==> src/rtl/lp_pipe_mult_mgr.sv <==
// Self-managed multiply pipeline: bubble-collapsing stall, per-stage load enables, ID tracking.
// Optional LP_PIPE_MULT_MGR_STALL_CNT_EN adds a saturating stall_cnt output.
module lp_pipe_mult_mgr #(
  parameter  int A_WIDTH  = 8,
  parameter  int B_WIDTH  = 8,
  parameter  int ID_WIDTH = 3,
  parameter  int STAGES   = 4,
  parameter  int TC_MODE  = 0,
  localparam int PW       = A_WIDTH + B_WIDTH,
  localparam int CW       = $clog2(STAGES + 1)
) (
  input  logic                clk,
  input  logic                rst_n,
  input  logic                init_n,
  input  logic                launch,
  input  logic [ID_WIDTH-1:0] launch_id,
  input  logic [A_WIDTH-1:0]  a,
  input  logic [B_WIDTH-1:0]  b,
  output logic                pipe_full,
  output logic                pipe_ovf,
  output logic                arrive,
  output logic [ID_WIDTH-1:0] arrive_id,
  output logic [PW-1:0]       product,
  input  logic                accept_n,
  output logic                push_out_n,
  output logic [CW-1:0]       pipe_census,
  output logic [STAGES-1:0]   pipe_en_bus
`ifdef LP_PIPE_MULT_MGR_STALL_CNT_EN
  ,
  output logic [15:0]         stall_cnt
`endif
);

  localparam int LS = STAGES - 1;

  logic                clr;
  logic                pop;
  logic                full;
  logic [STAGES-1:0]   v;
  logic [STAGES-1:0]   adv;
  logic [STAGES-1:0]   en;
  logic [PW-1:0]       prod_in;
  logic [CW-1:0]       census_q;
  logic                ovf_q;
  logic [ID_WIDTH-1:0] id_q  [STAGES];
  logic [PW-1:0]       dat_q [STAGES];

  assign clr = ~rst_n | ~init_n;

  generate
    if (TC_MODE != 0) begin : g_tc
      assign prod_in = {{B_WIDTH{a[A_WIDTH-1]}}, a}
                     * {{A_WIDTH{b[B_WIDTH-1]}}, b};
    end else begin : g_uns
      assign prod_in = {{B_WIDTH{1'b0}}, a}
                     * {{A_WIDTH{1'b0}}, b};
    end
  endgenerate

  // A stage advances if any stage downstream holds a bubble, or the
  // consumer pops the last stage; the running hole flag avoids a
  // bit-level feedback through adv itself.
  always_comb begin
    logic hole;
    hole = 1'b0;
    adv  = '0;
    for (int i = LS; i >= 0; i--) begin
      adv[i] = v[i] & (hole | ~accept_n);
      hole   = hole | ~v[i];
    end
  end

  assign full = v[0] & ~adv[0];
  assign pop  = v[LS] & ~accept_n;

  always_comb begin
    en    = '0;
    en[0] = launch & ~full;
    for (int i = 1; i < STAGES; i++) begin
      en[i] = v[i-1] & (~v[i] | adv[i]);
    end
  end

  always_ff @(posedge clk) begin
    if (clr) begin
      v        <= '0;
      census_q <= '0;
      ovf_q    <= 1'b0;
    end else begin
      for (int i = 0; i < STAGES; i++) begin
        v[i] <= en[i] | (v[i] & ~adv[i]);
      end
      ovf_q <= ovf_q | (launch & full);
      if (en[0] & ~pop) begin
        census_q <= census_q + CW'(1);
      end else if (~en[0] & pop) begin
        census_q <= census_q - CW'(1);
      end
    end
  end

  always_ff @(posedge clk) begin
    if (clr) begin
      id_q[0]  <= '0;
      dat_q[0] <= '0;
    end else if (en[0]) begin
      id_q[0]  <= launch_id;
      dat_q[0] <= prod_in;
    end
  end

  always_ff @(posedge clk) begin
    for (int i = 1; i < STAGES; i++) begin
      if (clr) begin
        id_q[i]  <= '0;
        dat_q[i] <= '0;
      end else if (en[i]) begin
        id_q[i]  <= id_q[i-1];
        dat_q[i] <= dat_q[i-1];
      end
    end
  end

  assign pipe_full   = full;
  assign pipe_ovf    = ovf_q;
  assign arrive      = v[LS];
  assign arrive_id   = id_q[LS];
  assign product     = dat_q[LS];
  assign push_out_n  = ~pop;
  assign pipe_census = census_q;
  assign pipe_en_bus = en;

`ifdef LP_PIPE_MULT_MGR_STALL_CNT_EN
  always_ff @(posedge clk) begin
    if (clr) begin
      stall_cnt <= '0;
    end else if (v[LS] & accept_n & (stall_cnt != 16'hFFFF)) begin
      stall_cnt <= stall_cnt + 16'd1;
    end
  end
`endif

endmodule

==> config.mk <==
export PLATFORM = sky130hd
export DESIGN_NAME = lp_pipe_mult_mgr
export DESIGN_NICKNAME = d
export VERILOG_FILES = /design/src/rtl/lp_pipe_mult_mgr.sv
export SDC_FILE = /design/constraint.sdc
export NUM_CORES = 1
export LEC_CHECK = 0
export CELL_PAD_IN_SITES_DETAIL_PLACEMENT = 0
export CELL_PAD_IN_SITES_GLOBAL_PLACEMENT = 1
export CORE_ASPECT_RATIO = 1.5
export CORE_MARGIN = 1
export CORE_UTILIZATION = 48
export CTS_BUF_LIST = sky130_fd_sc_hd__clkbuf_8
export CTS_CLUSTER_DIAMETER = 120
export DETAILED_ROUTE_END_ITERATION = 8
export GPL_ROUTABILITY_DRIVEN = 0
export PLACE_DENSITY = 0.91
export SYNTH_ARGS = -nofsm -noshare
export SYNTH_HDL_FRONTEND = slang
export SYNTH_SLANG_ARGS = --single-unit
==> constraint.sdc <==
create_clock -name clk -period 5.76 [get_ports clk]
set_input_delay 0.576 -clock clk [delete_from_list [all_inputs] [get_ports clk]]
set_output_delay 0.576 -clock clk [all_outputs]
set_load 0.02 [all_outputs]
; ---- Word-level counts from Yosys, hierarchy flattened
; Memories as Yosys holds them, arrays and structs flattened.
; Cells that the tools add are included.
[classes]
add_sub_neg = 2
n_mul = 1
n_div = 0
n_lt_le_gt_ge = 0
eq_ne = 0
shift = 0
mux = 24
n_bitwise = 49
reduce_logical = 1
[op_table]
columns = operator, n
row1 = $mux W16, 4
row2 = $or A1 B1 Y1, 22
row3 = $mux W3, 6
row4 = $mul A8 B8 Y16, 1
row5 = $and A1 B1 Y1, 15
row6 = $mux W1, 14
row7 = $not A1 Y1, 12
row8 = $add A3 B1 Y3 const B, 1
row9 = $sub A3 B1 Y3 const B, 1
row10 = $reduce_bool A2 Y1, 1
[word_totals]
register_bits = 8
latch_bits = 0
ramBits = 76
rom_bits = 0
inputBits = 24
output_inout_bits = 30
word_cells = 82
memories = 2
[memory_table]
columns = name, depth, width, rd, rd_clocked_by_memory_dff, write_ports, line
row1 = dat_q, 4, 16, 4, 0, 4, 46  ; logic [PW-1:0] dat_q [STAGES];
row2 = id_q, 4, 3, 4, 0, 4, 45  ; logic [ID_WIDTH-1:0] id_q [STAGES];

; ---- Depth between registers and ports, before layout
; Gate-level depths: netlist of run 1.
[depth]
word_depth = 13
mapped_depth = 15
ltp_nobuf = 15

; ---- Worst setup path after synthesis of run 1
; Ideal clock, no wire load.
[synth_path]
path_type = input to register
start = input b[7]
end = memory dat_q[0][14] in the netlist's numbering, data pin
setup_time_ns = 0.142
t_arrival_ns = 4.096
required_ns = 5.618
slack_ns = 1.521
stages = 14
n_path_buf = 0
cell_sequence = nand2_1 fa_1 fa_1 inv_1 fa_1 inv_1 fa_1 inv_1 ha_1 o211ai_1 o21ai_2 a311oi_1 or3_1 a21oi_2
[synth_rtl]
columns = item, line
row1 = from (decl), 18  ; input logic [B_WIDTH-1:0] b,
row2 = to (decl), 46

==> results of run 1 <==
-- area by class of cell --
type / instances / share of cell area (%)
multi-input cells: 306 / 42.3
clock buffers: 9 / 2.03
clock inverters: 7 / 0.431
well taps: 144 / 2.96
inverters: 51 / 3.14
repair buffers: 56 / 9.08
flip-flops and latches: 84 / 40.1
-- power groups by stage --
stage | registers (µW) | clock network [µW] | logic [µW]
2_1_floorplan | 733 | 0 | 471
3_3_place_gp | 725 | 0 | 597
3_5_place_dp | 726 | 0 | 610
4_1_cts | 713 | 334 | 617
5_1_grt | 716 | 360 | 695
6_report | 713 | 325 | 612
-- kinds of logic after synthesis --
family	after synthesis	share of synthesized area, %
xor gates and xnor gates	9	1.50
AOI/OAI and AO/OA	47	5.81
DFF	84	46.5
muxes	2	0.381
and+or+nand+nor	174	18.4
adders and majority gates	74	22.9
buffers and inverters	60	4.43
-- synthesized netlist by cell type (2+ instances only) --
| cell type | n | share of area, % |
|---|---|---|
| xnor2_1 | 2 | 0.33 |
| nand4_1 | 2 | 0.24 |
| fa_1 | 37 | 14 |
| dfxtp_1 | 8 | 3.0 |
| mux2i_1 | 2 | 0.38 |
| nand3_1 | 3 | 0.29 |
| clkbuf_1 | 8 | 0.57 |
| inv_1 | 51 | 3.6 |
| or3_1 | 2 | 0.24 |
| and3_1 | 20 | 2.4 |
| and2_1 | 92 | 11 |
| a21oi_1 | 16 | 1.5 |
| a21o_1 | 10 | 1.4 |
| o211ai_1 | 3 | 0.43 |
| nand2_1 | 28 | 2.0 |
| ha_1 | 37 | 8.8 |
| edfxtp_1 | 76 | 43 |
| xor2_1 | 7 | 1.2 |
| nand2b_1 | 4 | 0.48 |
| nor2_1 | 20 | 1.4 |
| o21ai_0 | 4 | 0.38 |
| o21ai_1 | 3 | 0.29 |
-- path summary, 6_finish.rpt --
kind,start,to,depth (start not counted)
max,a[0],dat_q[0][14],15
min,v[1],v[2],2
max reg2reg,v[3],pipe_census[2],9
min reg2reg,v[1],v[2],2
-- through the flow --
stage / std cells / area [µm²] / util [%]
global route: 657 / 6090 / 57.5
finish: 657 / 6090 / 57.5
floorplan: 450 / 5250 / -
global placement: 641 / 5940 / 56.1
detailed placement: 641 / 5940 / 56.1
CTS: 657 / 6090 / 57.5
-- critical path, delay by kind of cell --
family | cells | cell delay [ns]
simple gates | 2 | 0.50
compound gates | 4 | 0.64
fa+ha+maj | 5 | 2.43
buf+inv | 4 | 0.76
-- cell usage in the layout (no fill, tap or decap), types with 3 or more instances in the layout --
cell type / Yosys / routed
clkinv_1: 0 / 5
fa_1: 37 / 37
a21oi_1: 16 / 16
nand3_1: 3 / 3
o211ai_1: 3 / 3
edfxtp_1: 76 / 76
nor2_1: 20 / 20
o21ai_1: 3 / 3
dfxtp_1: 8 / 8
and2_1: 92 / 92
clkdlybuf4s50_1: 0 / 53
nand2b_1: 4 / 4
nand2_1: 28 / 28
a21o_1: 10 / 10
clkbuf_8: 0 / 9
xor2_1: 7 / 7
inv_1: 51 / 53
and3_1: 20 / 20
o21ai_0: 4 / 4
buf_4: 0 / 3
ha_1: 37 / 37
-- metal layers --
metal / share of wire [%] / vias up / wire length [µm]
met3: 2.4 / 16 / 201
met2: 59 / 62 / 4910
met5: 0 / - / 0
met1: 36 / 1554 / 3040
met4: 2.2 / 0 / 181
li1: - / 1621 / -
-- sequential cells by signal, indices dropped and copies added, names as in the netlist --
signal / flops
dat_q: 64
pipe_ovf: 1
pipe_census: 3
v: 4
id_q: 12
==> results.md, run 1 <==
* Status: finished clean
* Sequential Power Share at 43.2%
* PwrDens at 271 nW/µm²
* Leakage at 0.00276 µW
* All-Layer GR Usage at 16.3%
* Via/cell ratio at 4.95
* Post-layout min period at 4.72 ns
* Crit Path Category: input port to register
* Total Power at 1650 µW
* Flops & latches, synth at 84
* Hold WS at 0.462 ns
* Global-route wire length before repair at 14200 µm
* Routing usage on met1 at 16.3%
* Layout cell share with drive strength beyond 1 at 3.70%
* DP Wirelength at 6810 µm
* IO Count at 54
* Syn nets at 548
* Post-CTS Hold Fix Bufs at 0
* Largest net degree at the start of global routing at 25
* Port bufs at 53
* CORE AREA at 10600 µm²
* Die Area at 11400 µm²
* H-Tree Depth at 3
* Worst R2R Setup Slack at 3.59 ns
* Clock Power Share at 19.7%
* CTS clk-pin slew, worst paths at 0.07 ns
* Hold Crit Class: register to register
* Max clock buf depth at 2
* Comb power frac at 37.1%
* Congestion Overflow GR at 0
* Post-Syn Instances at 450
* Initial antenna violation count at 0
* Fillers at 914
* Routed length per instance at 12.7 µm
* GR peak layer: met2
* Final #Nets at 606
* Avg Synthesized Cell Area at 11.7 µm²
* Netlist cell types at 37
* Endpoints failing setup at 0
* Internal at 1120 µW
* Warnings, synthesis at 0
* CTS Buf Count at 9
* Worst setup SP type: input port
* Max IR drop VDD at 0.176 mV
* PostCTS Resize Cnt at 0
* Pre-CTS setup slack at 0.673 ns
* Worst Setup End Kind: register
* Worst slew pin tran at 0.784 ns
* Multi-input gate area at 2580 µm²
* Ys async rst share at 0%
* Slowest stage cell, crit path: clkdlybuf4s50_1
* Critical path's largest stage delay at 0.62 ns
* Final WS setup at 1.04 ns
* Max_slew headroom at 47.6%
* Top cell by count, worst path: fa_1
* MaxCap Viol Count at 0
* Top FF cell, synth: edfxtp_1
* DIE HEIGHT at 130 µm
* Tcrit/Tclk final at 81.9%
* Ant. Diodes at 0
* Die Width at 87.4 µm
* CTS Sinks at 84
* # rows at 46
* Achievable Freq at 0.212 GHz
* Slew Limit Fails at 0
* Total Wirelength at 8330 µm
* GR Util met2 at 32.3%
* Crit path DAT at 4.92 ns
* Switching share of power at 32.4%
* Area Overhead vs Synth at 16.0%
* Initial core utilization at 49.6%
* Final hold vios at 0
* Vias at 3253
* Worst-path fanout max at 8
* TritonCTS clock tree: done
* Post-CTS setup buffers at 0
* WP data required at 5.96 ns
* Later-pin clock latency in the skew report at 0.34 ns
* Sw Pwr at 534 µW
* DRC viols at 0
* FF/Latch Area at 2440 µm²
* Met3 GRT Util at 2.97%
* EDFF count, synth at 76
* Initial DRC count at 131
* Post-route ant nets at 0
* Netlist Area Pre-Place at 5250 µm²
* Clock root buffer: clkbuf_8
* Vias in the first global route at 3241
* Register area share after synthesis at 46.5%
* Pre-antenna DRT Iters at 4
* CP cell instances: clkdlybuf4s50_1 -> nand2_1 -> fa_1 -> fa_1 -> inv_1 -> fa_1 -> inv_1 -> fa_1 -> inv_1 -> ha_1 -> o211ai_1 -> o21ai_2 -> a311oi_1 -> or3_1 -> a21oi_2
* Post-route setup TNS at 0 ns
* Layout Skew at 0.00783 ns
* RSZ-0062 raised after global routing: false
Power figures use the tool's default switching activity.
==> run 2, diff against run 1 <==
Clock period 5.76 ns to 4.85 ns, I/O delays scaled along.
==> run 2 against run 1 <==
Clock-buffer cell count did not move. Clock skew fell by 0.0016 ns. Non-clock buffer count rose by 14. Die area did not move. Utilization rose by 1.3 points. Clock power rose by 40%. Global-route usage rose by 0.22 points. Total power rose by 25%. Critical path type unchanged. Highest routed layer unchanged.
==> results.md, run 2 (synthesis gave the netlist of run 1 again) <==
* Number of flip-flops in the largest register at 64 (unchanged)
* Worst reg-to-reg path cell count at 9 (unchanged)
* Tcrit/Tclk final at 94.2%
* Switching share of power at 31.5% (was 32.4%)
* Die Area at 11400 µm² (unchanged)
* Final #Nets at 620 (was 606)
* Worst setup SP type: input port (unchanged)
* IO Count at 54 (unchanged)
* Status: finished clean (unchanged)
* Endpoints failing setup at 0 (unchanged)
* Worst-path fanout max at 8 (unchanged)
* Final WS setup at 0.281 ns (was 1.04 ns)
* Post-CTS Hold Fix Bufs at 0 (unchanged)
* Max IR drop VDD at 0.211 mV (was 0.176 mV)
* Internal at 1420 µW (was 1120 µW)
* Worst slew pin tran at 0.792 ns (was 0.784 ns)
* Initial core utilization at 49.6% (unchanged)
* Final hold vios at 0 (unchanged)
* Top Registers: dat_q (64), id_q (12), v (4) (unchanged)
* Pre-CTS setup slack at -0.0815 ns (was 0.673 ns)
* Worst Setup End Kind: register (unchanged)
* Routed length per instance at 12.6 µm (was 12.7 µm)
* Vias at 3317 (was 3253)
* DIE HEIGHT at 130 µm (unchanged)
* CTS Sinks at 84 (unchanged)
* Fillers at 913 (was 914)
* Die Width at 87.4 µm (unchanged)
* Min-Delay Endpoint: v[2] (unchanged)
* Max_slew headroom at 47.0% (was 47.6%)
* Pre-antenna DRT Iters at 4 (unchanged)
* Ant. Diodes at 0 (unchanged)
* MaxCap Viol Count at 0 (unchanged)
* Min-delay src: v[1] (unchanged)
* CORE AREA at 10600 µm² (unchanged)
* WHS Path Cells at 2 (unchanged)
* # rows at 46 (unchanged)
* Post-route ant nets at 0 (unchanged)
* RSZ-0062 raised after global routing: false (unchanged)
* Final Instance Area at 6230 µm² (was 6090 µm²)
* Clock root buffer: clkbuf_8 (unchanged)
* Post-layout min period at 4.57 ns
* Initial antenna violation count at 0 (unchanged)
* Hold Crit Class: register to register (unchanged)
* Most common cell after layout, fill and taps aside: and2_1 (unchanged)
* R2R Path End: pipe_census[2] (unchanged)
* Post-DP Area at 6050 µm² (was 5940 µm²)
* PwrDens at 332 nW/µm² (was 271 nW/µm²)
* PostCTS Resize Cnt at 0 (unchanged)
* Vias in the first global route at 3356 (was 3241)
* Largest net degree at the start of global routing at 25 (unchanged)
* Post-CTS setup buffers at 0 (unchanged)
* Achievable Freq at 0.219 GHz
* WP data required at 5.06 ns (was 5.96 ns)
* DP Wirelength at 7050 µm (was 6810 µm)
* Sequential Power Share at 40.9% (was 43.2%)
* Sw Pwr at 652 µW (was 534 µW)
* Global-route wire length before repair at 14300 µm (was 14200 µm)
* CTS Buf Count at 9 (unchanged)
* TritonCTS clock tree: done (unchanged)
* Worst R2R Setup Slack at 2.61 ns (was 3.59 ns)
* Layout cell share with drive strength beyond 1 at 7.21% (was 3.70%)
* Congestion Overflow GR at 0 (unchanged)
* Clock Power Share at 21.9% (was 19.7%)
* Via/cell ratio at 4.94 (was 4.95)
* All-Layer GR Usage at 16.6% (was 16.3%)
* Most frequent cells in the layout: 92 x and2_1, 76 x edfxtp_1, 53 x clkdlybuf4s50_1 (was 92 x and2_1, 76 x edfxtp_1, 53 x inv_1, 53 x clkdlybuf4s50_1)
* H-Tree Depth at 3 (unchanged)
* Max clock buf depth at 2 (unchanged)
* Leakage at 0.00284 µW (was 0.00276 µW)
* DRC viols at 0 (unchanged)
* Slew Limit Fails at 0 (unchanged)
* RR Startpoint: v[3] (unchanged)
* Layout Skew at 0.00625 ns (was 0.00783 ns)
* Area Overhead vs Synth at 18.6% (was 16.0%)
* Crit Path Category: input port to register (unchanged)
* Total Wirelength at 8480 µm (was 8330 µm)
* Port bufs at 53 (unchanged)
* CTS clk-pin slew, worst paths at 0.08 ns (was 0.07 ns)
* Later-pin clock latency in the skew report at 0.34 ns (about the same)
* Comb power frac at 37.2% (was 37.1%)
* Initial DRC count at 110 (was 131)
* Top reg by flops: dat_q (unchanged)
* Crit path DAT at 4.78 ns (was 4.92 ns)
## run 2: cell types whose count changed in the layout (fill, tap and decap cells not counted), sizes merged
cell	delta
bufinv	+1
clkinv	+1
buf	+14
inv	-2
## run 2: worst max-delay path, cell delays in order
cell and delay, ns:
clkdlybuf4s50_1 0.61, nand2_1 0.13, fa_1 0.51, fa_1 0.49, inv_1 0.05, fa_1 0.53, inv_1 0.06, fa_1 0.52
inv_1 0.04, ha_1 0.34, o211ai_1 0.13, o21ai_2 0.22, a311oi_1 0.14, or3_1 0.37, a21oi_2 0.13
## run 2: area by class of cell
class	count	area [µm²]	share of cell area, %
timing repair buffer	70	658	10.6
multi-input combinational	306	2580	41.4
sequential	84	2440	39.2
tap	144	180	2.89
clock buffer	9	124	1.99
clock inverter	7	57.6	0.924
inverter	51	191	3.07
## run 2: metrics by stage
stage	power, µW	util, %	hold WS (ns)	setup TNS [ns]	cells
6_report	2070	58.8	0.484	0	671
5_1_grt	2210	58.8	0.504	0	671
4_1_cts	2090	58.8	0.484	0	671
3_5_place_dp	1630	57.1	0.474	-0.0815	655
3_3_place_gp	1610	57.1	0.447	0	655
2_1_floorplan	1430	-	0.439	0	450
## run 2: how the worst max path moves through the flow
stage / start / end / slack [ns]
after floorplan: b[7] / dat_q[0][14] / 0.70
after global placement: b[4] / dat_q[0][14] / 0.05
after detailed placement: b[4] / dat_q[0][14] / -0.08
after CTS: b[4] / dat_q[0][14] / 0.30
after global routing: a[2] / dat_q[0][14] / 0.08
final: b[4] / dat_q[0][14] / 0.28
## run 2: per-layer routing
layer  global-route usage [%]  vias to the layer above  wire length (µm)
li1                         -                     1653                 -
met1                     15.8                     1579              3080
met2                     33.4                       65              4970
met3                     2.47                       20               190
met4                     8.10                        0               238
met5                        0                        -                 0
## run 2: power groups by stage
stage	registers (µW)	logic [µW]	clock network, µW
finish	846	769	454
global placement	860	748	0
global route	851	872	492
CTS	847	776	468
floorplan	870	560	0
detailed placement	863	771	0
==> run 3, diff against run 2 <==
Settings changed: CORE_MARGIN 1 to 1.5, GPL_ROUTABILITY_DRIVEN 0 to default.
==> run 3 against run 2 <==
Clock power rose by 6.4%. Via count fell by 0.18%. Die area rose by 1.9%. Utilization rose by 0.24 points. Critical path depth did not move. Combinational power rose by 0.8%. Register-to-register slack improved by 0.07 ns. Highest routed layer unchanged. Sequential share of layout area fell by 0.16 points.
==> results.md, run 3 (synthesis gave the netlist of run 1 again) <==
* Number of flip-flops in the largest register at 64 (unchanged)
* CORE AREA at 10600 µm² (unchanged)
* Top Registers: dat_q (64), id_q (12), v (4) (unchanged)
* DRC viols at 0 (unchanged)
* Leakage at 0.00284 µW (about the same)
* Worst Setup End Kind: register (unchanged)
* Initial DRC count at 106 (was 110)
* Final Core Density at 59.1% (was 58.8%)
* CTS Buf Count at 9 (unchanged)
* Via/cell ratio at 4.93 (was 4.94)
* Most frequent cells in the layout: 92 x and2_1, 76 x edfxtp_1, 53 x clkdlybuf4s50_1 (unchanged)
* Worst-path fanout max at 8 (unchanged)
* Area Overhead vs Synth at 19.1% (was 18.6%)
* Slew Limit Fails at 0 (unchanged)
* Cells after DPL at 656 (was 655)
* Pre-CTS setup slack at -0.0759 ns (was -0.0815 ns)
* Vias at 3311 (was 3317)
* DP Wirelength at 7060 µm (was 7050 µm)
* Top reg by flops: dat_q (unchanged)
* PwrDens at 336 nW/µm² (was 332 nW/µm²)
* Die Area at 11600 µm² (was 11400 µm²)
* Post-CTS setup buffers at 0 (unchanged)
* Status: finished clean (unchanged)
* Routed length per instance at 12.4 µm (was 12.6 µm)
* Clock root buffer: clkbuf_8 (unchanged)
* Worst slew pin tran at 0.778 ns (was 0.792 ns)
* Worst reg-to-reg path cell count at 9 (unchanged)
* CTS clk-pin slew, worst paths at 0.08 ns (about the same)
* RSZ-0062 raised after global routing: false (unchanged)
* Hold WS at 0.472 ns (was 0.484 ns)
* Vias in the first global route at 3380 (was 3356)
* Most common cell after layout, fill and taps aside: and2_1 (unchanged)
* Global-route wire length before repair at 14200 µm (was 14300 µm)
* Post-route ant nets at 0 (unchanged)
* Achievable Freq at 0.218 GHz (was 0.219 GHz)
* DIE HEIGHT at 131 µm (was 130 µm)
* MaxCap Viol Count at 0 (unchanged)
* Final Instance Area at 6250 µm² (was 6230 µm²)
* Initial core utilization at 49.6% (unchanged)
* Later-pin clock latency in the skew report at 0.34 ns (about the same)
* Tcrit/Tclk final at 94.5% (was 94.2%)
* Post-CTS Hold Fix Bufs at 0 (unchanged)
* Final hold vios at 0 (unchanged)
* Ant. Diodes at 0 (unchanged)
* # rows at 46 (unchanged)
* WP data required at 5.05 ns (was 5.06 ns)
* Worst R2R Setup Slack at 2.68 ns (was 2.61 ns)
* All-Layer GR Usage at 15.8% (was 16.6%)
* Congestion Overflow GR at 0 (unchanged)
* Port bufs at 53 (unchanged)
* Layout cell share with drive strength beyond 1 at 7.77% (was 7.21%)
* Max_slew headroom at 48.1% (was 47.0%)
* Die Width at 88.4 µm (was 87.4 µm)
* PostCTS Resize Cnt at 0 (unchanged)
* TritonCTS clock tree: done (unchanged)
* Endpoints failing setup at 0 (unchanged)
* Post-DP Area at 6060 µm² (was 6050 µm²)
* Pre-antenna DRT Iters at 5 (was 4)
* IO Count at 54 (unchanged)
* R2R Path End: pipe_census[2] (unchanged)
* Crit Path Category: input port to register (unchanged)
* Min-delay src: v[1] (unchanged)
* Layout Skew at 0.00392 ns (was 0.00625 ns)
* Worst setup SP type: input port (unchanged)
* Largest net degree at the start of global routing at 25 (unchanged)
* H-Tree Depth at 3 (unchanged)
* Final std cells w/o fill at 672 (was 671)
* Total Wirelength at 8360 µm (was 8480 µm)
* Initial antenna violation count at 0 (unchanged)
* Min-Delay Endpoint: v[2] (unchanged)
* Post-layout min period at 4.58 ns (was 4.57 ns)
* Max clock buf depth at 2 (unchanged)
* Final #Nets at 621 (was 620)
* Final WS setup at 0.267 ns (was 0.281 ns)
* GP Congestion at 0.914
* Hold Crit Class: register to register (unchanged)
* CTS Sinks at 84 (unchanged)
* RR Startpoint: v[3] (unchanged)
* Crit path DAT at 4.79 ns (was 4.78 ns)
* WHS Path Cells at 2 (unchanged)
* Max IR drop VDD at 0.172 mV (was 0.211 mV)
-- run 3: cell types whose count changed in the layout (fill, tap and decap cells not counted), sizes merged --
cell | before | now
clkinv | 6 | 1
clkinvlp | 0 | 3
inv | 51 | 53
buf | 17 | 18
-- run 3: power by group --
part           switching, µW  total (µW)  internal (µW)  leakage, µW
clock                    243         483            240    0.0000923
sequential              10.0         846            836     0.000922
combinational            422         775            353      0.00182
-- run 3: area by class of cell --
type / count / area [µm²]
clock inverters: 7 / 75.1
multi-input cells: 306 / 2580
flip-flops and latches: 84 / 2440
clock buffers: 9 / 124
repair buffers: 71 / 666
fillers: 879 / 4340
inverters: 51 / 191
well taps: 144 / 180
-- run 3: how the worst max path moves through the flow --
stage                               to  cells past startpoint  startpoint  slack (ns)
after CTS                 dat_q[0][14]                     15        b[4]        0.29
after global placement    dat_q[0][14]                     15        b[4]        0.05
after global routing      dat_q[0][14]                     15        b[4]        0.07
final                     dat_q[0][14]                     15        b[4]        0.27
after floorplan           dat_q[0][14]                     14        b[7]        0.70
after detailed placement  dat_q[0][14]                     15        b[4]       -0.08
-- run 3: metal layers --
metal | vias up | track usage [%] | wire length (µm)
met2 | 72 | 31.0 | 4930
met5 | - | 0 | 0
met4 | 0 | 9.90 | 394
met1 | 1564 | 14.3 | 2840
li1 | 1646 | - | -
met3 | 29 | 2.07 | 193
-- run 3: critical path, cell delays in order --
cell	delay, ns
clkdlybuf4s50_1	0.61
nand2_1	0.12
fa_1	0.51
fa_1	0.49
inv_1	0.05
fa_1	0.52
inv_1	0.05
fa_1	0.53
inv_1	0.04
ha_1	0.34
o211ai_1	0.12
o21ai_2	0.25
a311oi_1	0.14
or3_1	0.37
a21oi_2	0.14
-- run 3: stage by stage --
step / setup TNS [ns] / total power [µW]
after floorplan: 0 / 1430
after global placement: 0 / 1610
after detailed placement: -0.0888 / 1640
after CTS: 0 / 2120
after global routing: 0 / 2250
final: 0 / 2100
